<file path="src/rtl/dp_pkg.sv">
// Shared encodings for the 8-bit multicycle datapath: ALU ops, operand/PC
// select codes and instruction-register field positions.
package dp_pkg;

    localparam logic [2:0] ALU_AND = 3'b000;
    localparam logic [2:0] ALU_OR  = 3'b001;
    localparam logic [2:0] ALU_ADD = 3'b010;
    localparam logic [2:0] ALU_SUB = 3'b110;
    localparam logic [2:0] ALU_SLT = 3'b111;

    localparam logic [1:0] SRCB_REG  = 2'b00;
    localparam logic [1:0] SRCB_ONE  = 2'b01;
    localparam logic [1:0] SRCB_IMM  = 2'b10;
    localparam logic [1:0] SRCB_JOFF = 2'b11;

    localparam logic [1:0] PC_ALU    = 2'b00;
    localparam logic [1:0] PC_ALUOUT = 2'b01;
    localparam logic [1:0] PC_JUMP   = 2'b10;
    localparam logic [1:0] PC_ZERO   = 2'b11;

    localparam int IR_OP_LSB    = 26;
    localparam int IR_RS_LSB    = 21;
    localparam int IR_RT_LSB    = 16;
    localparam int IR_RD_LSB    = 11;
    localparam int IR_FUNCT_LSB = 0;
    localparam int IR_IMM_LSB   = 0;

endpackage

</file>
<file path="src/rtl/dp_regfile.sv">
// Register file: 2 combinational read ports, 1 synchronous write port, r0 reads 0.
// Define DP_RF_RESET_EN to clear every entry on rst_n.
module dp_regfile
    import dp_pkg::*;
#(
    parameter int WIDTH   = 8,
    parameter int REGBITS = 3
) (
    input  logic               clk,
`ifdef DP_RF_RESET_EN
    input  logic               rst_n,
`endif
    input  logic               we,
    input  logic [REGBITS-1:0] ra1,
    input  logic [REGBITS-1:0] ra2,
    input  logic [REGBITS-1:0] wa,
    input  logic [WIDTH-1:0]   wd,
    output logic [WIDTH-1:0]   rd1,
    output logic [WIDTH-1:0]   rd2
);

    localparam int NREG = 2 ** REGBITS;

    logic [WIDTH-1:0] r_mem [NREG];

`ifdef DP_RF_RESET_EN
    always_ff @(posedge clk or negedge rst_n) begin
        if (!rst_n) begin
            for (int i = 0; i < NREG; i++) r_mem[i] <= '0;
        end else if (we && (wa != '0)) begin
            r_mem[wa] <= wd;
        end
    end
`else
    always_ff @(posedge clk) begin
        if (we && (wa != '0)) r_mem[wa] <= wd;
    end
`endif

    // Entry 0 is never written; the read mux forces it to zero in both builds.
    assign rd1 = (ra1 == '0) ? '0 : r_mem[ra1];
    assign rd2 = (ra2 == '0) ? '0 : r_mem[ra2];

endmodule

</file>
<file path="src/rtl/datapath_test_design.sv">
// 8-bit multicycle MIPS datapath (PC, byte-assembled IR, regfile, ALU, A/B/ALUOut/MDR).
// Optional macro DP_RF_RESET_EN makes rst_n also clear the register file.
module datapath_test_design
    import dp_pkg::*;
#(
    parameter int WIDTH   = 8,
    parameter int REGBITS = 3
) (
    input  logic             clk,
    input  logic             rst_n,
    input  logic             pcen,
    input  logic             iord,
    input  logic [3:0]       irwrite,
    input  logic             regdst,
    input  logic             memtoreg,
    input  logic             regwrite,
    input  logic             alusrca,
    input  logic [1:0]       alusrcb,
    input  logic [2:0]       alucont,
    input  logic [1:0]       pcsource,
    input  logic [WIDTH-1:0] memdata,
    output logic [5:0]       op,
    output logic [5:0]       funct,
    output logic             zero,
    output logic [WIDTH-1:0] addr,
    output logic [WIDTH-1:0] wdata
);

    logic [WIDTH-1:0]   r_pc;
    logic [31:0]        r_ir;
    logic [WIDTH-1:0]   r_a;
    logic [WIDTH-1:0]   r_b;
    logic [WIDTH-1:0]   r_aluout;
    logic [WIDTH-1:0]   r_mdr;

    logic [REGBITS-1:0] w_rs;
    logic [REGBITS-1:0] w_rt;
    logic [REGBITS-1:0] w_rd;
    logic [REGBITS-1:0] w_wa;
    logic [WIDTH-1:0]   w_wd;
    logic [WIDTH-1:0]   w_rd1;
    logic [WIDTH-1:0]   w_rd2;
    logic [WIDTH-1:0]   w_imm;
    logic [WIDTH-1:0]   w_joff;
    logic [WIDTH-1:0]   w_srca;
    logic [WIDTH-1:0]   w_srcb;
    logic [WIDTH-1:0]   w_alu;
    logic [WIDTH-1:0]   w_pcnext;
    logic               w_unused_ir;

    function automatic logic [WIDTH-1:0] alu_f(input logic signed [WIDTH-1:0] a,
                                               input logic signed [WIDTH-1:0] b,
                                               input logic [2:0]              ctl);
        logic [WIDTH-1:0] res;
        res = '0;
        case (ctl)
            ALU_AND: res = a & b;
            ALU_OR:  res = a | b;
            ALU_ADD: res = a + b;
            ALU_SUB: res = a - b;
            ALU_SLT: res = {{(WIDTH-1){1'b0}}, (a < b)};
            default: res = '0;
        endcase
        return res;
    endfunction

    assign w_rs   = r_ir[IR_RS_LSB +: REGBITS];
    assign w_rt   = r_ir[IR_RT_LSB +: REGBITS];
    assign w_rd   = r_ir[IR_RD_LSB +: REGBITS];
    assign w_imm  = WIDTH'(r_ir[IR_IMM_LSB +: 8]);
    assign w_joff = WIDTH'({r_ir[IR_FUNCT_LSB +: 6], 2'b00});
    assign w_unused_ir = ^{r_ir[25:24], r_ir[20:19], r_ir[15:14], r_ir[10:8]};

    assign w_wa = regdst ? w_rd : w_rt;
    assign w_wd = memtoreg ? r_mdr : r_aluout;

    dp_regfile #(.WIDTH(WIDTH), .REGBITS(REGBITS)) u_rf (
        .clk (clk),
`ifdef DP_RF_RESET_EN
        .rst_n (rst_n),
`endif
        .we  (regwrite),
        .ra1 (w_rs),
        .ra2 (w_rt),
        .wa  (w_wa),
        .wd  (w_wd),
        .rd1 (w_rd1),
        .rd2 (w_rd2)
    );

    assign w_srca = alusrca ? r_a : r_pc;

    always_comb begin
        w_srcb = r_b;
        case (alusrcb)
            SRCB_REG:  w_srcb = r_b;
            SRCB_ONE:  w_srcb = WIDTH'(1);
            SRCB_IMM:  w_srcb = w_imm;
            SRCB_JOFF: w_srcb = w_joff;
            default:   w_srcb = r_b;
        endcase
    end

    assign w_alu = alu_f(w_srca, w_srcb, alucont);

    always_comb begin
        w_pcnext = w_alu;
        case (pcsource)
            PC_ALU:    w_pcnext = w_alu;
            PC_ALUOUT: w_pcnext = r_aluout;
            PC_JUMP:   w_pcnext = w_joff;
            PC_ZERO:   w_pcnext = '0;
            default:   w_pcnext = w_alu;
        endcase
    end

    always_ff @(posedge clk or negedge rst_n) begin
        if (!rst_n) begin
            r_pc     <= '0;
            r_ir     <= '0;
            r_a      <= '0;
            r_b      <= '0;
            r_aluout <= '0;
            r_mdr    <= '0;
        end else begin
            if (pcen) r_pc <= w_pcnext;
            for (int i = 0; i < 4; i++) begin
                if (irwrite[i]) r_ir[8*i +: 8] <= memdata[7:0];
            end
            r_a      <= w_rd1;
            r_b      <= w_rd2;
            r_aluout <= w_alu;
            r_mdr    <= memdata;
        end
    end

    assign op    = r_ir[IR_OP_LSB +: 6];
    assign funct = r_ir[IR_FUNCT_LSB +: 6];
    assign zero  = (w_alu == '0);
    assign addr  = iord ? r_aluout : r_pc;
    assign wdata = r_b;

endmodule

</file>
<file path="config.mk">
export PLATFORM = sky130hd
export DESIGN_NAME = datapath_test_design
export DESIGN_NICKNAME = d
export VERILOG_FILES = /design/src/rtl/dp_pkg.sv /design/src/rtl/dp_regfile.sv /design/src/rtl/datapath_test_design.sv
export SDC_FILE = /design/constraint.sdc
export NUM_CORES = 1
export LEC_CHECK = 0
export CELL_PAD_IN_SITES_DETAIL_PLACEMENT = 0
export CELL_PAD_IN_SITES_GLOBAL_PLACEMENT = 1
export CORE_MARGIN = 1.5
export CORE_UTILIZATION = 48
export DETAILED_ROUTE_END_ITERATION = 6
export HOLD_SLACK_MARGIN = 0.03
export PLACE_DENSITY = 0.79
export SLEW_MARGIN = 10
export SYNTH_ARGS = -nofsm -noshare
export SYNTH_HDL_FRONTEND = slang
export SYNTH_HIERARCHICAL = 1
export SYNTH_SLANG_ARGS = --single-unit
</file>
<file path="constraint.sdc">
create_clock -name clk -period 5.07 [get_ports clk]
set_input_delay 1.014 -clock clk [delete_from_list [all_inputs] [get_ports clk]]
set_output_delay 1.014 -clock clk [all_outputs]
set_load 0.02 [all_outputs]
</file>
After elaboration in Yosys (flattened, before gate mapping)
Memory sizes are Yosys's and may differ from the RTL's.
Cells that the tools add are included.
Storage, ports and cells
  register bits: 70
  bits in writable memories: 64
  input bits: 27
  output and inout bits: 29
  word-level logic and storage cells: 44
  memories kept: 1
Cells by class
  add/sub/neg operators: 2
  order comparisons: 1
  equal/unequal tests: 10
  muxes and demuxes: 11
  bitwise operators: 2
  reduce and logical (&&, ||, !) cells: 8
Memory list
  u_rf.r_mem: words 8, bits a word 8, rd ports 2, clocked after memory_dff 0, write ports 1, RTL line dp_regfile.sv:24  | logic [WIDTH-1:0] r_mem [NREG];
Operator list (number)
  $pmux W8 S4: 2
  $mux W8: 5
  $pmux W8 S5: 1
  $logic_not A3 Y1: 3
  $add A8 B8 Y8: 1
  $and A8 B8 Y8: 1
  $eq A2 B2 Y1 const B: 4
  $logic_not A8 Y1: 1
  $lt A8 B8 Y1: 1
  $or A8 B8 Y8: 1
  $sub A8 B8 Y8: 1
  $eq A3 B3 Y1 const B: 2
  $eq A2 B1 Y1 const B: 2
  $logic_not A2 Y1: 2
  $eq A3 B1 Y1 const B: 1
  $eq A3 B2 Y1 const B: 1
  $mux W3: 1
  $reduce_bool A3 Y1: 1
  $mux W1: 2
  $logic_and A1 B1 Y1: 1

Logic depth before layout (Yosys ltp)
  depth after elaboration: 5
  gate-level depth with buffers: 14

Hierarchy
Netlist, hierarchy kept.
By module, submodules not included
  datapath_test_design: times used 1, cells an instance 362, area an instance 3829.9 µm²
  dp_regfile: times used 1, cells an instance 182, area an instance 2856.5 µm²

Worst setup path before layout
OpenSTA, ideal clock, no wires.
  path kind: input -> output
  start point: in alusrcb[0]
  end point: out zero
  arrival time: 4.186 ns
  data required time: 4.056 ns
  path slack: -0.130 ns
  stages: 13
  path buffers: 2
  path through: clkbuf_1 mux2_2 a22o_1 inv_1 ha_1 clkbuf_1 a21oi_1 o21a_1 o221ai_1 a211oi_2 inv_1 or4b_1 nor4_1
Between the ends
  cells in the longest elaborated chain, start to end: 5
  elaborated cells between the ends (all ways): 12
RTL lines
  start: declaration: RTL line datapath_test_design.sv:18  | input logic [1:0] alusrcb,
  $eq A2 B2 Y1 (tied with other cells): RTL line datapath_test_design.sv:95  | case (alusrcb)
  $pmux W8 S4 *: RTL line datapath_test_design.sv:95
  $sub A8 B8 Y8 (tied with other cells): RTL line datapath_test_design.sv:60  | ALU_SUB: res = a - b;
  $pmux W8 S5 *: RTL line datapath_test_design.sv:56  | case (ctl)
  via w_alu[4]: RTL line datapath_test_design.sv:47  | logic [WIDTH-1:0] w_alu;
  $logic_not A8 Y1 *: RTL line datapath_test_design.sv:139  | assign zero = (w_alu == '0);
  end: declaration: RTL line datapath_test_design.sv:24  | output logic zero,
Mark *: on every way through the listed nets, which the timed path passes. The rest lies on a longest branch.

Worst setup path after layout
  start point: in alusrcb[1]
  end point: out zero
Same word-level chain as after synthesis.

==> impl_metrics.py <==
metrics = {
    "status": {
        "status": "complete, no violations",
    },
    "clocking": {
        "cts.clk_slew.worst_paths_ns": 0.05,
        "cts_max_path_buffers": 2,
        "clock_sink_count": 119,
        "cts_tree": "yes",
        "cts_buffers": 17,
        "clock-root-buffer": "clkbuf_16",
        "holdBufCountCts": 0,
        "htree_levels": 4,
        "insertion_delay_ns": 0.42,
    },
    "timing": {
        "max_slew_margin_pct": 12.8,
        "fmax_ghz": 0.202,
        "finClkSkew_ns": 0.00840,
        "drv_slew": 0,
        "setup_viol_count_final": 0,
        "layout_setup_ws_ns": 0.108,
        "min_period_ns": 4.96,
        "period_share_pct": 97.9,
        "finalHoldViolCount": 0,
        "worst_pin_slew_ns": 1.31,
        "rsz0062_at_grt": "no",
    },
    "placement": {
        "hpwl_mm": 13.0,
        "port_buffers": 55,
        "placed_area_mm2": 0.00766,
        "placed_cells": 797,
        "preCtsSetupSlack_ns": -0.708,
        "gp_congestion": 0.874,
    },
    "logic_synthesis": {
        "synth_warnings": 6,
        "synth_fp_nets": 597,
        "synth_cell_types": 64,
        "synth_top_cell_by_area": "edfxtp_1",
        "synth_top_area_share_pct": 25.1,
        "yosysSeqAreaShare_pct": 48.7,
        "synth_edf_count": 56,
        "synth_area_per_cell_um2": 12.3,
        "synthCells": 544,
        "synthArstFlopShare_pct": 52.9,
        "synth_ff_type": "dfrtp_1",
        "ys_ff_latch": 119,
        "syn_area_mm2": 0.00669,
        "synthTopCellsByArea": "edfxtp_1 25%, dfrtp_1 24%, mux2_2 9.9%",
    },
    "setup_path": {
        "regToRegSetupSlack_ns": 1.89,
        "rr_worst_depth": 14,
        "worstPathArrival_ns": 3.95,
        "cp.required_ns": 4.06,
        "path_max_fanout": 4,
        "cp-startpoint": "alusrcb[1]",
        "r2r_end": "r_pc[5]$_DFFE_PN0P_",
        "crit_type": "input pin to output port",
        "cp-endpoint": "zero",
        "crit_path_end_kind": "output port",
        "worstSetupStartpointType": "input pin",
        "r2r-start": "r_ir[3]$_DFFE_PN0P_",
    },
    "routing": {
        "first_pass_iters": 5,
        "num_vias": 4895,
        "antenna_left": 0,
        "drt_drc_violations_left": 0,
        "via_per_inst": 5.88,
        "drtIter0Drc": 377,
        "drt_wl_total_mm": 18.1,
        "wl_per_cell_um": 21.8,
    },
    "power": {
        "leakage_nw": 3.44,
        "power_switching_w": 0.000972,
        "pwr-share-seq_pct": 36.9,
        "p_total_w": 0.00323,
        "clkPwrFrac_pct": 36.0,
        "switching_share_pct": 30.1,
        "ir_drop_uv": 319,
        "powerDensity_mw_per_mm2": 390,
        "internal_power_w": 0.00226,
        "combPwrFrac_pct": 27.2,
    },
    "finish": {
        "fillers": 1059,
        "drive_gt1_share_pct": 31.2,
        "diodes": 0,
        "final_area_mm2": 0.00829,
        "fin_cells": 833,
        "area_growth_pct": 23.9,
        "final_util_pct": 61.8,
        "seq_area_mm2": 0.00326,
        "multi_input_area_mm2": 0.00301,
        "nets": 697,
    },
    "floorplanning": {
        "coreArea_mm2": 0.0134,
        "pin_count": 56,
        "die_y_um": 121,
        "die-area_mm2": 0.0146,
        "rows": 42,
        "initial_core_util_pct": 49.9,
        "dieWidth_um": 121,
    },
    "global_route": {
        "grt_use_met1_pct": 37.1,
        "grt_antenna_before_repair": 0,
        "use_met3_pct": 5.97,
        "grt_max_degree": 64,
        "use_met2_pct": 40.5,
        "grt_first_pass_wirelength_mm": 28.2,
        "grt_pass1_vias": 5080,
        "grt-ovfl-total": 0,
        "grt.busiest_layer": "met2",
        "grt_use_total_pct": 26.3,
    },
    "job": {
        "max_cap_violations": 0,
    },
    "min_path": {
        "hold_path.class": "flip-flop to flip-flop",
    },
}
[power by group through the flow]
stage	clock, W	combinational, W	sequential [W]
2_1_floorplan	0	0.000514	0.00118
3_3_place_gp	0	0.000849	0.00121
3_5_place_dp	0	0.000854	0.00121
4_1_cts	0.00117	0.000868	0.00119
5_1_grt	0.00121	0.000951	0.00120
6_report	0.00116	0.000878	0.00119
[timing repair]
| item | in CTS | in global routing |
|---|---|---|
| setup buffers | 4 | 0 |
| resized for setup | 14 | 10 |
| cloned | 0 | 0 |
| setup endpoints to repair | 1 | 1 |
| pin swaps | 3 | 3 |
[flip-flops by register name, indices dropped and copies added (netlist names)]
register    flops
wdata           8
r_ir           23
r_pc            8
u_rf/r_mem     56
r_mdr           8
r_aluout        8
r_a             8
[synthesized netlist by cell type (all sizes together) (10+ instances only)]
library cell and number:
o21ai 14, nor2b 17, a221oi 22, a211oi 15
buf 36, mux2 64, clkbuf 12, mux2i 37
nand2b 11, ha 24, nand2 25, a311oi 10
dfrtp 63, inv 33, nor2 25, edfxtp 56
[through the flow]
| stage | setup TNS [ns] | hold WS [ns] |
|---|---|---|
| 4_1_cts | 0 | 0.508 |
| 5_1_grt | 0 | 0.514 |
| 3_3_place_gp | -0.678 | 0.490 |
| 6_report | 0 | 0.505 |
| 3_5_place_dp | -0.708 | 0.495 |
| 2_1_floorplan | 0 | 0.475 |
[cells in the final DEF, fill, tap and decap left out, drive strengths merged, types with 4 or more instances in the layout]
| cell | n |
|---|---|
| mux2 | 64 |
| o22a | 4 |
| o21ai | 14 |
| edfxtp | 56 |
| nand2 | 25 |
| buf | 77 |
| clkdlybuf4s50 | 50 |
| a22o | 7 |
| inv | 37 |
| nand2b | 11 |
| o211ai | 4 |
| o21a | 4 |
| nor2b | 17 |
| clkbuf | 17 |
| a21oi | 7 |
| mux2i | 37 |
| a311oi | 10 |
| nor2 | 25 |
| a211oi | 15 |
| dfrtp | 63 |
| a31oi | 5 |
| clkinv | 7 |
| ha | 24 |
| o22ai | 4 |
| a221oi | 22 |
[logic make-up after synthesis]
logic type               Yosys count  synth area share, %
buffers and inverters             81                 6.87
flip-flops                       119                 48.7
multiplexers                     101                 16.6
XOR/XNOR                           1                0.131
adder cells (fa/ha/maj)           26                 5.09
AND/OR/NAND/NOR                  101                 8.05
AO/OA/AOI/OAI                    115                 14.5
[metal layers]
layer / vias to the layer above / wire length (um)
li1: 2241 / -
met1: 2446 / 8360
met2: 181 / 8400
met3: 27 / 1130
met4: 0 / 235
met5: - / 0
[worst min path at each step]
stage | start | end | slack, ns | cells past startpoint
after global placement | r_ir[13]$_DFFE_PN0P_ | r_ir[13]$_DFFE_PN0P_ | 0.49 | 1
final | r_ir[27]$_DFFE_PN0P_ | r_ir[27]$_DFFE_PN0P_ | 0.51 | 1
after CTS | r_ir[27]$_DFFE_PN0P_ | r_ir[27]$_DFFE_PN0P_ | 0.51 | 1
after floorplan | r_ir[11]$_DFFE_PN0P_ | r_ir[11]$_DFFE_PN0P_ | 0.47 | 1
after detailed placement | r_ir[29]$_DFFE_PN0P_ | r_ir[29]$_DFFE_PN0P_ | 0.49 | 1
after global routing | r_ir[27]$_DFFE_PN0P_ | r_ir[27]$_DFFE_PN0P_ | 0.51 | 1
[critical path: stages]
cell and delay (ns):
dlygate4sd2_1 0.28, buf_4 0.15, mux2i_1 0.12, nor2_2 0.19, inv_2 0.11, ha_1 0.33
nor2_1 0.08, o311a_1 0.37, or4_1 0.42, a32o_1 0.27, a31oi_1 0.25, buf_4 0.18
nor4_2 0.04, buf_2 0.15
[layout make-up]
| cell class | instances | share of cell area [%] |
|---|---|---|
| clock buffer | 17 | 5.13 |
| clock inverter | 15 | 1.81 |
| inverter | 33 | 1.50 |
| multi-input combinational | 344 | 36.3 |
| sequential | 119 | 39.3 |
| tap | 176 | 2.66 |
| timing repair buffer | 129 | 13.3 |
Power figures use the tool's default switching activity.
